<file path="src/rtl/div_nonrestoring_pkg.sv">
// div_nonrestoring_pkg: shared state encoding and sizing for the non-restoring divider
package div_nonrestoring_pkg;
  localparam int DEF_WIDTH = 32;
  typedef enum logic [1:0] {IDLE = 2'd0, RUN = 2'd1, FIX = 2'd2, DONE = 2'd3} state_t;
  function automatic int cnt_width(input int w);
    return w > 1 ? $clog2(w) : 1;
  endfunction
  localparam int CNT_W = cnt_width(DEF_WIDTH);
endpackage

</file>
<file path="src/rtl/div_nonrestoring_if.sv">
// div_nonrestoring_if: request/result bundle between the EX stage and the divider
interface div_nonrestoring_if
  import div_nonrestoring_pkg::*;
#(parameter int WIDTH = DEF_WIDTH);
  logic start;
  logic [WIDTH-1:0] dividend;
  logic [WIDTH-1:0] divisor;
  logic busy;
  logic done;
  logic [WIDTH-1:0] quotient;
  logic [WIDTH-1:0] remainder;
  logic div_by_zero;
  modport master(output start, dividend, divisor, input busy, done, quotient, remainder, div_by_zero);
  modport slave(input start, dividend, divisor, output busy, done, quotient, remainder, div_by_zero);
endinterface

</file>
<file path="src/rtl/nonrestoring_step.sv">
// nonrestoring_step: one shift-and-add/subtract iteration using an XOR mask with carry-in = sel
module nonrestoring_step #(parameter int WIDTH = 32) (
  input  logic [WIDTH:0]   r,
  input  logic             q_bit,
  input  logic [WIDTH-1:0] d,
  input  logic             sel,
  output logic [WIDTH:0]   r_next,
  output logic             q_out
);
  assign r_next = {r[WIDTH-1:0], q_bit} + ({1'b0, d} ^ {(WIDTH+1){sel}}) + {{WIDTH{1'b0}}, sel};
  assign q_out = ~r_next[WIDTH];
endmodule

</file>
<file path="src/rtl/div_nonrestoring.sv">
// div_nonrestoring: multi-cycle unsigned non-restoring divider with divide-by-zero flag
module div_nonrestoring
  import div_nonrestoring_pkg::*;
#(parameter int WIDTH = DEF_WIDTH) (
  input logic clk,
  input logic rst,
  div_nonrestoring_if.slave bus
);
  localparam int CW = cnt_width(WIDTH);
  state_t state, state_n;
  logic [WIDTH:0] r, r_step;
  logic [WIDTH-1:0] q, d;
  logic [CW-1:0] cnt;
  logic q_bit, accept, zero_div;
  assign accept = bus.start && (state == IDLE || state == DONE);
  assign zero_div = bus.divisor == '0;
  // subtract while the partial remainder is non-negative
  nonrestoring_step #(.WIDTH(WIDTH)) u_step (
    .r(r), .q_bit(q[WIDTH-1]), .d(d), .sel(~r[WIDTH]), .r_next(r_step), .q_out(q_bit)
  );
  always_ff @(posedge clk) begin
    if (rst) begin
      state <= IDLE;
      r <= '0;
      q <= '0;
      d <= '0;
      cnt <= '0;
      bus.quotient <= '0;
      bus.remainder <= '0;
      bus.div_by_zero <= 1'b0;
    end else begin
      state <= state_n;
      if (accept && !zero_div) begin
        r <= '0;
        q <= bus.dividend;
        d <= bus.divisor;
        cnt <= CW'(WIDTH - 1);
      end
      if (accept && zero_div) begin
        bus.quotient <= '1;
        bus.remainder <= bus.dividend;
        bus.div_by_zero <= 1'b1;
      end
      if (state == RUN) begin
        r <= r_step;
        q <= {q[WIDTH-2:0], q_bit};
        cnt <= cnt - CW'(1);
      end
      // the final correction only needs the low WIDTH bits of R + D
      if (state == FIX) begin
        bus.quotient <= q;
        bus.remainder <= r[WIDTH] ? r[WIDTH-1:0] + d : r[WIDTH-1:0];
        bus.div_by_zero <= 1'b0;
      end
    end
  end
  always_comb begin
    state_n = accept ? (zero_div ? DONE : RUN) :
              state == RUN ? (cnt == '0 ? FIX : RUN) :
              state == FIX ? DONE : IDLE;
  end
  always_comb begin
    bus.busy = state == RUN || state == FIX;
    bus.done = state == DONE;
  end
endmodule

</file>
<file path="src/flat_wrapper.sv">
// flat-port wrapper written by rule: the top's interface ports become plain ports
module div_nonrestoring_flat import div_nonrestoring_pkg::*;
#(parameter int WIDTH = DEF_WIDTH)
  (clk, rst, bus_start, bus_dividend, bus_divisor, bus_busy, bus_done, bus_quotient, bus_remainder, bus_div_by_zero);
  div_nonrestoring_if #(.WIDTH(WIDTH)) bus_i ();
  input logic clk;
  input logic rst;
  input wire logic [$bits(bus_i.start)-1:0] bus_start;
  input wire logic [$bits(bus_i.dividend)-1:0] bus_dividend;
  input wire logic [$bits(bus_i.divisor)-1:0] bus_divisor;
  output wire logic [$bits(bus_i.busy)-1:0] bus_busy;
  output wire logic [$bits(bus_i.done)-1:0] bus_done;
  output wire logic [$bits(bus_i.quotient)-1:0] bus_quotient;
  output wire logic [$bits(bus_i.remainder)-1:0] bus_remainder;
  output wire logic [$bits(bus_i.div_by_zero)-1:0] bus_div_by_zero;
  assign bus_i.start = bus_start;
  assign bus_i.dividend = bus_dividend;
  assign bus_i.divisor = bus_divisor;
  assign bus_busy = bus_i.busy;
  assign bus_done = bus_i.done;
  assign bus_quotient = bus_i.quotient;
  assign bus_remainder = bus_i.remainder;
  assign bus_div_by_zero = bus_i.div_by_zero;
  div_nonrestoring #(.WIDTH(WIDTH)) u_core (.clk(clk), .rst(rst), .bus(bus_i));
endmodule
</file>
<file path="config.mk">
export PLATFORM = sky130hd
export DESIGN_NAME = div_nonrestoring_flat
export DESIGN_NICKNAME = d
export VERILOG_FILES = /design/src/rtl/div_nonrestoring_pkg.sv /design/src/rtl/div_nonrestoring_if.sv /design/src/rtl/nonrestoring_step.sv /design/src/rtl/div_nonrestoring.sv /design/src/flat_wrapper.sv
export SDC_FILE = /design/constraint.sdc
export NUM_CORES = 1
export LEC_CHECK = 0
export BUFFER_PORTS_ARGS = -buffer_cell sky130_fd_sc_hd__clkbuf_2
export CELL_PAD_IN_SITES_DETAIL_PLACEMENT = 0
export CELL_PAD_IN_SITES_GLOBAL_PLACEMENT = 1
export CORE_AREA = 4 4 161 163
export DETAILED_ROUTE_END_ITERATION = 7
export DIE_AREA = 0 0 165 167
export PLACE_DENSITY_LB_ADDON = 0.1
export SETUP_SLACK_MARGIN = 0.3
export SLEW_MARGIN = 20
export SYNTH_ARGS = -nofsm -noshare
export SYNTH_HDL_FRONTEND = slang
export SYNTH_SLANG_ARGS = --single-unit
</file>
<file path="constraint.sdc">
create_clock -name clk -period 4.5 [get_ports clk]
set_clock_uncertainty 0.1 [all_clocks]
set_input_delay 0.9 -clock clk [delete_from_list [all_inputs] [get_ports clk]]
set_output_delay 0.9 -clock clk [all_outputs]
set_load 0.03 [all_outputs]
</file>
Yosys cells after proc, flatten, opt, wreduce, memory -nomap -nowiden
Cells that the tools add are included.
{"block": "totals", "reg_bits": 169, "wordCells": 46, "inputBits": 67, "output_inout_bits": 67}
{"block": "op_classes", "reduce_logical": 12, "muxes": 16, "n_eq_ne": 3, "n_bitwise": 3, "n_addsub": 4}
{"op": "two-way mux 32 bit", "count": 7}
{"op": "two-way mux 33 bit", "count": 2}
{"op": "adder 33 x 1 -> 33 bit", "count": 1}
{"op": "adder 33 bit", "count": 1}
{"op": "bitwise XOR 32 x 33 -> 33 bit", "count": 1}
{"op": "adder 32 bit", "count": 1}
{"op": "logical NOT 32 bit", "count": 1}
{"op": "two-way mux 2 bit", "count": 5}
{"op": "two-way mux 5 bit", "count": 2}
{"op": "logical NOT 5 bit", "count": 1}
{"op": "subtractor 5 x 1 -> 5 bit (second input constant)", "count": 1}
{"op": "== test 2 bit (second input constant)", "count": 2}
{"op": "nonzero test 2 bit", "count": 2}
{"op": "logical AND 1 bit", "count": 3}
{"op": "== test 2 x 1 -> 1 bit (second input constant)", "count": 1}
{"op": "logical NOT 2 bit", "count": 1}
{"op": "logical OR 1 bit", "count": 2}
{"op": "NOT 1 bit", "count": 2}
{"op": "OR reduction 2 bit", "count": 1}
{"op": "logical NOT 1 bit", "count": 1}

Longest topological paths before layout
{"block": "depth", "ltp_word": 6, "depth_mapped": 15, "depth_no_buf": 12}

Cells and area by module
Synthesis repeated with hierarchy kept, for this count alone.
{"block": "unflattened", "hier_cells": 1438, "hier_area_um2": 10870.4}
{"module": "div_nonrestoring", "seq_area_each_um2": 3383.2, "area_each_um2": 8848.5, "n_inst": 1, "cells_per_inst": 1167}
{"module": "nonrestoring_step", "seq_area_each_um2": 0.0, "area_each_um2": 2021.9, "n_inst": 1, "cells_per_inst": 271}

Worst setup path after synthesis
No wires, ideal clock.
{"block": "synth_path", "kind": "reg-to-reg", "start": "register u_core.r[32]", "end": "register u_core.r[32]", "n_path_buf": 4, "setup_ns": 0.074, "t_arrival_ns": 3.530, "required_time_ns": 4.326, "path_stages_with_launch": 15, "setup_slack_ns": 0.796, "path_cell_list": "dfxtp_1 -> clkbuf_1 -> buf_4 -> buf_1 -> xnor2_1 -> ha_1 -> buf_2 -> a2111oi_0 -> a21oi_1 -> nor4b_2 -> o31a_1 -> o21ai_2 -> xor2_2 -> or3_1 -> o21ai_0"}
{"block": "synth_between", "elab_chain_cells": 5}
{"element": "start, declared", "line": "div_nonrestoring.sv:11", "source": "logic [WIDTH:0] r, r_step;"}
{"element": "start signal, assigned", "line": "div_nonrestoring.sv:45", "source": "r <= r_step;"}
{"element": "NOT 1 bit (*)", "line": "div_nonrestoring.sv:19", "source": ".r(r), .q_bit(q[WIDTH-1]), .d(d), .sel(~r[WIDTH]), .r_next(r_step), .q_out(q_bit)"}
{"element": "bitwise XOR 32 x 33 -> 33 bit", "line": "nonrestoring_step.sv:10", "source": "assign r_next = {r[WIDTH-1:0], q_bit} + ({1'b0, d} ^ {(WIDTH+1){sel}}) + {{WIDTH{1'b0}}, sel};"}
{"element": "adder 33 bit", "line": "nonrestoring_step.sv:10"}
{"element": "adder 33 x 1 -> 33 bit (*)", "line": "nonrestoring_step.sv:10"}
{"element": "two-way mux 33 bit (*)", "line": "div_nonrestoring.sv:44", "source": "if (state == RUN) begin"}
Every way passes the cells marked *; elsewhere a longest branch is shown, timed or not.
A chain may end at the register's enable or synchronous reset.

Worst setup path in the final report
{"block": "layout_path", "start": "register u_core.r[32]", "end": "register u_core.q[0]"}
{"block": "layout_between", "elab_chain_cells": 6}
{"element": "NOT 1 bit (*)", "line": "div_nonrestoring.sv:19"}
{"element": "bitwise XOR 32 x 33 -> 33 bit", "line": "nonrestoring_step.sv:10"}
{"element": "adder 33 bit", "line": "nonrestoring_step.sv:10"}
{"element": "adder 33 x 1 -> 33 bit (*)", "line": "nonrestoring_step.sv:10"}
{"element": "NOT 1 bit (*)", "line": "nonrestoring_step.sv:11", "source": "assign q_out = ~r_next[WIDTH];"}
{"element": "two-way mux 32 bit (*)", "line": "div_nonrestoring.sv:44"}
{"element": "end signal, assigned", "line": "div_nonrestoring.sv:35", "source": "q <= bus.dividend;"}
{"element": "end signal, assigned", "line": "div_nonrestoring.sv:46", "source": "q <= {q[WIDTH-2:0], q_bit};"}
{"element": "end, declared", "line": "div_nonrestoring.sv:12", "source": "logic [WIDTH-1:0] q, d;"}
Marked as above.

==> metrics.md <==
| Metric | Value |
|---|---|
| Sw power | 0.00390 W |
| Core Footprint | 24300 um2 |
| ANT cells | 0 |
| CTS clk-pin slew, worst paths | 70 ps |
| Ys flop type | dfxtp_1 |
| CTS sink cnt | 169 |
| CP arrival | 3960 ps |
| Number of max-cap violations | 0 |
| YS warnings | 0 |
| Die height | 167 um |
| Layout Cells excl Fill | 1794 |
| Hold-fix buffers, CTS | 0 |
| Final core occ | 49.1% |
| Crit path launch | u_core.r[32]$_SDFFE_PP0P_ |
| Setup CP Type | reg -> reg |
| Critical Path Sink Type | register |
| CTS tree | done |
| Fin crit share | 83.7% |
| Routed Antenna Nets | 0 |
| Sequential cell area fraction in the yosys report | 32.4% |
| GRT Total Usage | 21.8% |
| Routed len/inst | 17.0 um |
| Sequential power share | 25.7% |
| Startpoint class of the critical path | register |
| EDFF count, synth | 0 |
| Final Wtd Congestion | 0.917 |
| Yosys reg bits | 169 |
| Share of cells above drive strength 1 | 13.8% |
| Worst R2R Start | u_core.r[32]$_SDFFE_PP0P_ |
| Initial antenna violation count | 0 |
| R2r setup slk | 730 ps |
| Synth Cell Area | 10500 um2 |
| CTS resizes | 0 |
| Dominant cells by area after synthesis | dfxtp_1 (32%), a21oi_1 (10%), ha_1 (7.9%) |
| Leak Pwr | 5.08 nW |
| Clk pwr share | 17.5% |
| Placed cell count | 1762 |
| Worst-Margin Slew | 955 ps |
| Final Critical Period | 3770 ps |
| Power Dens Cells | 705 nW/um2 |
| Tightest Hold Check Type | reg -> reg |
| Initial core utilization | 43.0% |
| Vias in the first global route | 8867 |
| Clock buffer depth | 2 |
| Area leader, netlist | dfxtp_1 |
| Crit Path Max Fanout | 31 |
| Max frequency | 265 MHz |
| CTS buffer count | 17 |
| Sw Share | 46.4% |
| Worst Min Path Start | u_core.cnt[3]$_SDFFE_PP0P_ |
| Slew HR | 36.3% |
| IR drop worst, VDD | 0.000285 V |
| Max Slew Vio Count | 0 |
| Post-CTS setup buffers | 0 |
| IO Pins | 134 |
| Synth top area share | 32.4% |
| Router iterations before antenna repair | 5 |
| Layout Nets | 1592 |
| Status | finished clean |
| H-tree levels | 4 |
| Cell internal pwr | 0.00451 W |
| Avg Inst Size Synth | 7.57 um2 |
| Die Width | 165 um |
| Clock latency on the worst-skew pair | 440 ps |
| Final Setup Violations | 0 |
| Gr ovfl total | 0 |
| Synth cell types | 65 |
| Synth-to-layout area growth | 14.1% |
| Setup tns final | 0 ps |
| Vias | 9612 |
| Comb pwr share | 56.8% |
| IO Port Bufs | 133 |
| Die area | 27600 um2 |
| Final WL | 30.5 mm |
| First-pass GRT wire length | 48.3 mm |
| Worst EP required | 4690 ps |
| Post-synthesis cell count | 1380 |
| DP HPWL | 22.1 mm |
| Row count | 57 |
| RSZ-0062 raised after global routing | no |
| Syn Nets | 1515 |
| Async S/R FF share, synth | 0% |
| Largest net degree at the start of global routing | 102 |
| Final hold viol count | 0 |
| Via density | 5.36 |
| DRC Markers | 0 |
| Initial drt markers | 679 |
| Root buffer cell | clkbuf_16 |
sequential cells by signal (all words and copies together), names as in the netlist:
signal	flops
u_core.r	33
u_core.bus.div_by_zero	1
u_core.d	32
u_core.state	2
u_core.q	32
u_core.bus.quotient	32
u_core.bus.remainder	32
u_core.cnt	5
synth_stat cells, types with 8 or more instances:
library cell	count
nor2b_1	41
nor2_1	192
buf_1	14
clkbuf_1	66
a21oi_1	212
xnor2_1	69
ha_1	66
mux2i_1	22
a211oi_1	64
nand3_1	10
a21o_1	29
o21bai_1	10
nor4_1	12
and3_1	16
nand2_1	177
nor3_1	18
dfxtp_1	169
a31oi_1	14
nand4_1	8
inv_1	21
xor2_1	18
o21ai_0	47
path summary, 6_finish.rpt:
path / to / cells after the start
worst max-delay path: u_core.q[0]$_SDFFE_PP0P_ / 11
worst min-delay path: u_core.cnt[3]$_SDFFE_PP0P_ / 1
worst max register to register: u_core.q[0]$_SDFFE_PP0P_ / 11
worst min register to register: u_core.cnt[3]$_SDFFE_PP0P_ / 1
power groups by stage:
stage          registers, W  clock network, W  logic [W]
2_1_floorplan       0.00215                 0    0.00369
3_3_place_gp        0.00219                 0    0.00476
3_5_place_dp        0.00219                 0    0.00476
4_1_cts             0.00215           0.00151    0.00479
5_1_grt             0.00220           0.00156    0.00535
6_report            0.00216           0.00148    0.00478
cell usage in the layout (no fill, tap or decap), types with 29 or more instances in the layout:
cell type and instances:
a21oi_1 212, nor2_1 191, nand2_1 177, dfxtp_1 168, clkbuf_2 132, xnor2_1 69
a211oi_1 64, ha_1 64, o21ai_0 47, nor2b_1 41, a21o_1 29
logic make-up after synthesis:
family	count (synthesis)	share of synthesized area, %
AO/OA/AOI/OAI	424	24.7
multiplexers	24	2.32
XOR/XNOR	88	7.45
flip-flops	169	32.4
buffers and inverters	108	3.99
adder cells (fa/ha/maj)	68	8.28
AND/OR/NAND/NOR	499	20.9
worst max-delay path: stages (launching register included):
cell	delay [ps]
dfxtp_4	680
xnor2_1	150
ha_1	340
nor2b_1	180
o311a_1	320
o21ai_0	300
nor4b_2	430
o31a_1	300
o21ai_2	110
xor2_2	180
xnor2_1	370
a211oi_2	120
per-layer routing:
| metal | vias up | track usage, % | routed length, um |
|---|---|---|---|
| met5 | - | 0 | 0 |
| met3 | 18 | 2.72 | 1090 |
| met4 | 0 | 4.48 | 314 |
| met1 | 4431 | 33.8 | 16000 |
| li1 | 5001 | - | - |
| met2 | 162 | 32.1 | 13000 |
final cells by class:
type / count / area (um2)
clock buffer: 18 / 429
clock inverter: 14 / 153
fill: 2495 / 12400
inverter: 21 / 78.8
multi-input combinational: 1103 / 6680
sequential: 169 / 3390
tap: 324 / 405
timing repair buffer: 145 / 796
through the flow:
stage | setup slack [ps] | total power, W | cell area [um2] | hold slack (ps)
2_1_floorplan | 796 | 0.00584 | 10500 | 349
3_3_place_gp | 668 | 0.00694 | 11300 | 370
3_5_place_dp | 658 | 0.00694 | 11300 | 373
4_1_cts | 726 | 0.00845 | 11900 | 390
5_1_grt | 555 | 0.00912 | 11900 | 418
6_report | 732 | 0.00841 | 11900 | 394
Power figures use the tool's default switching activity.
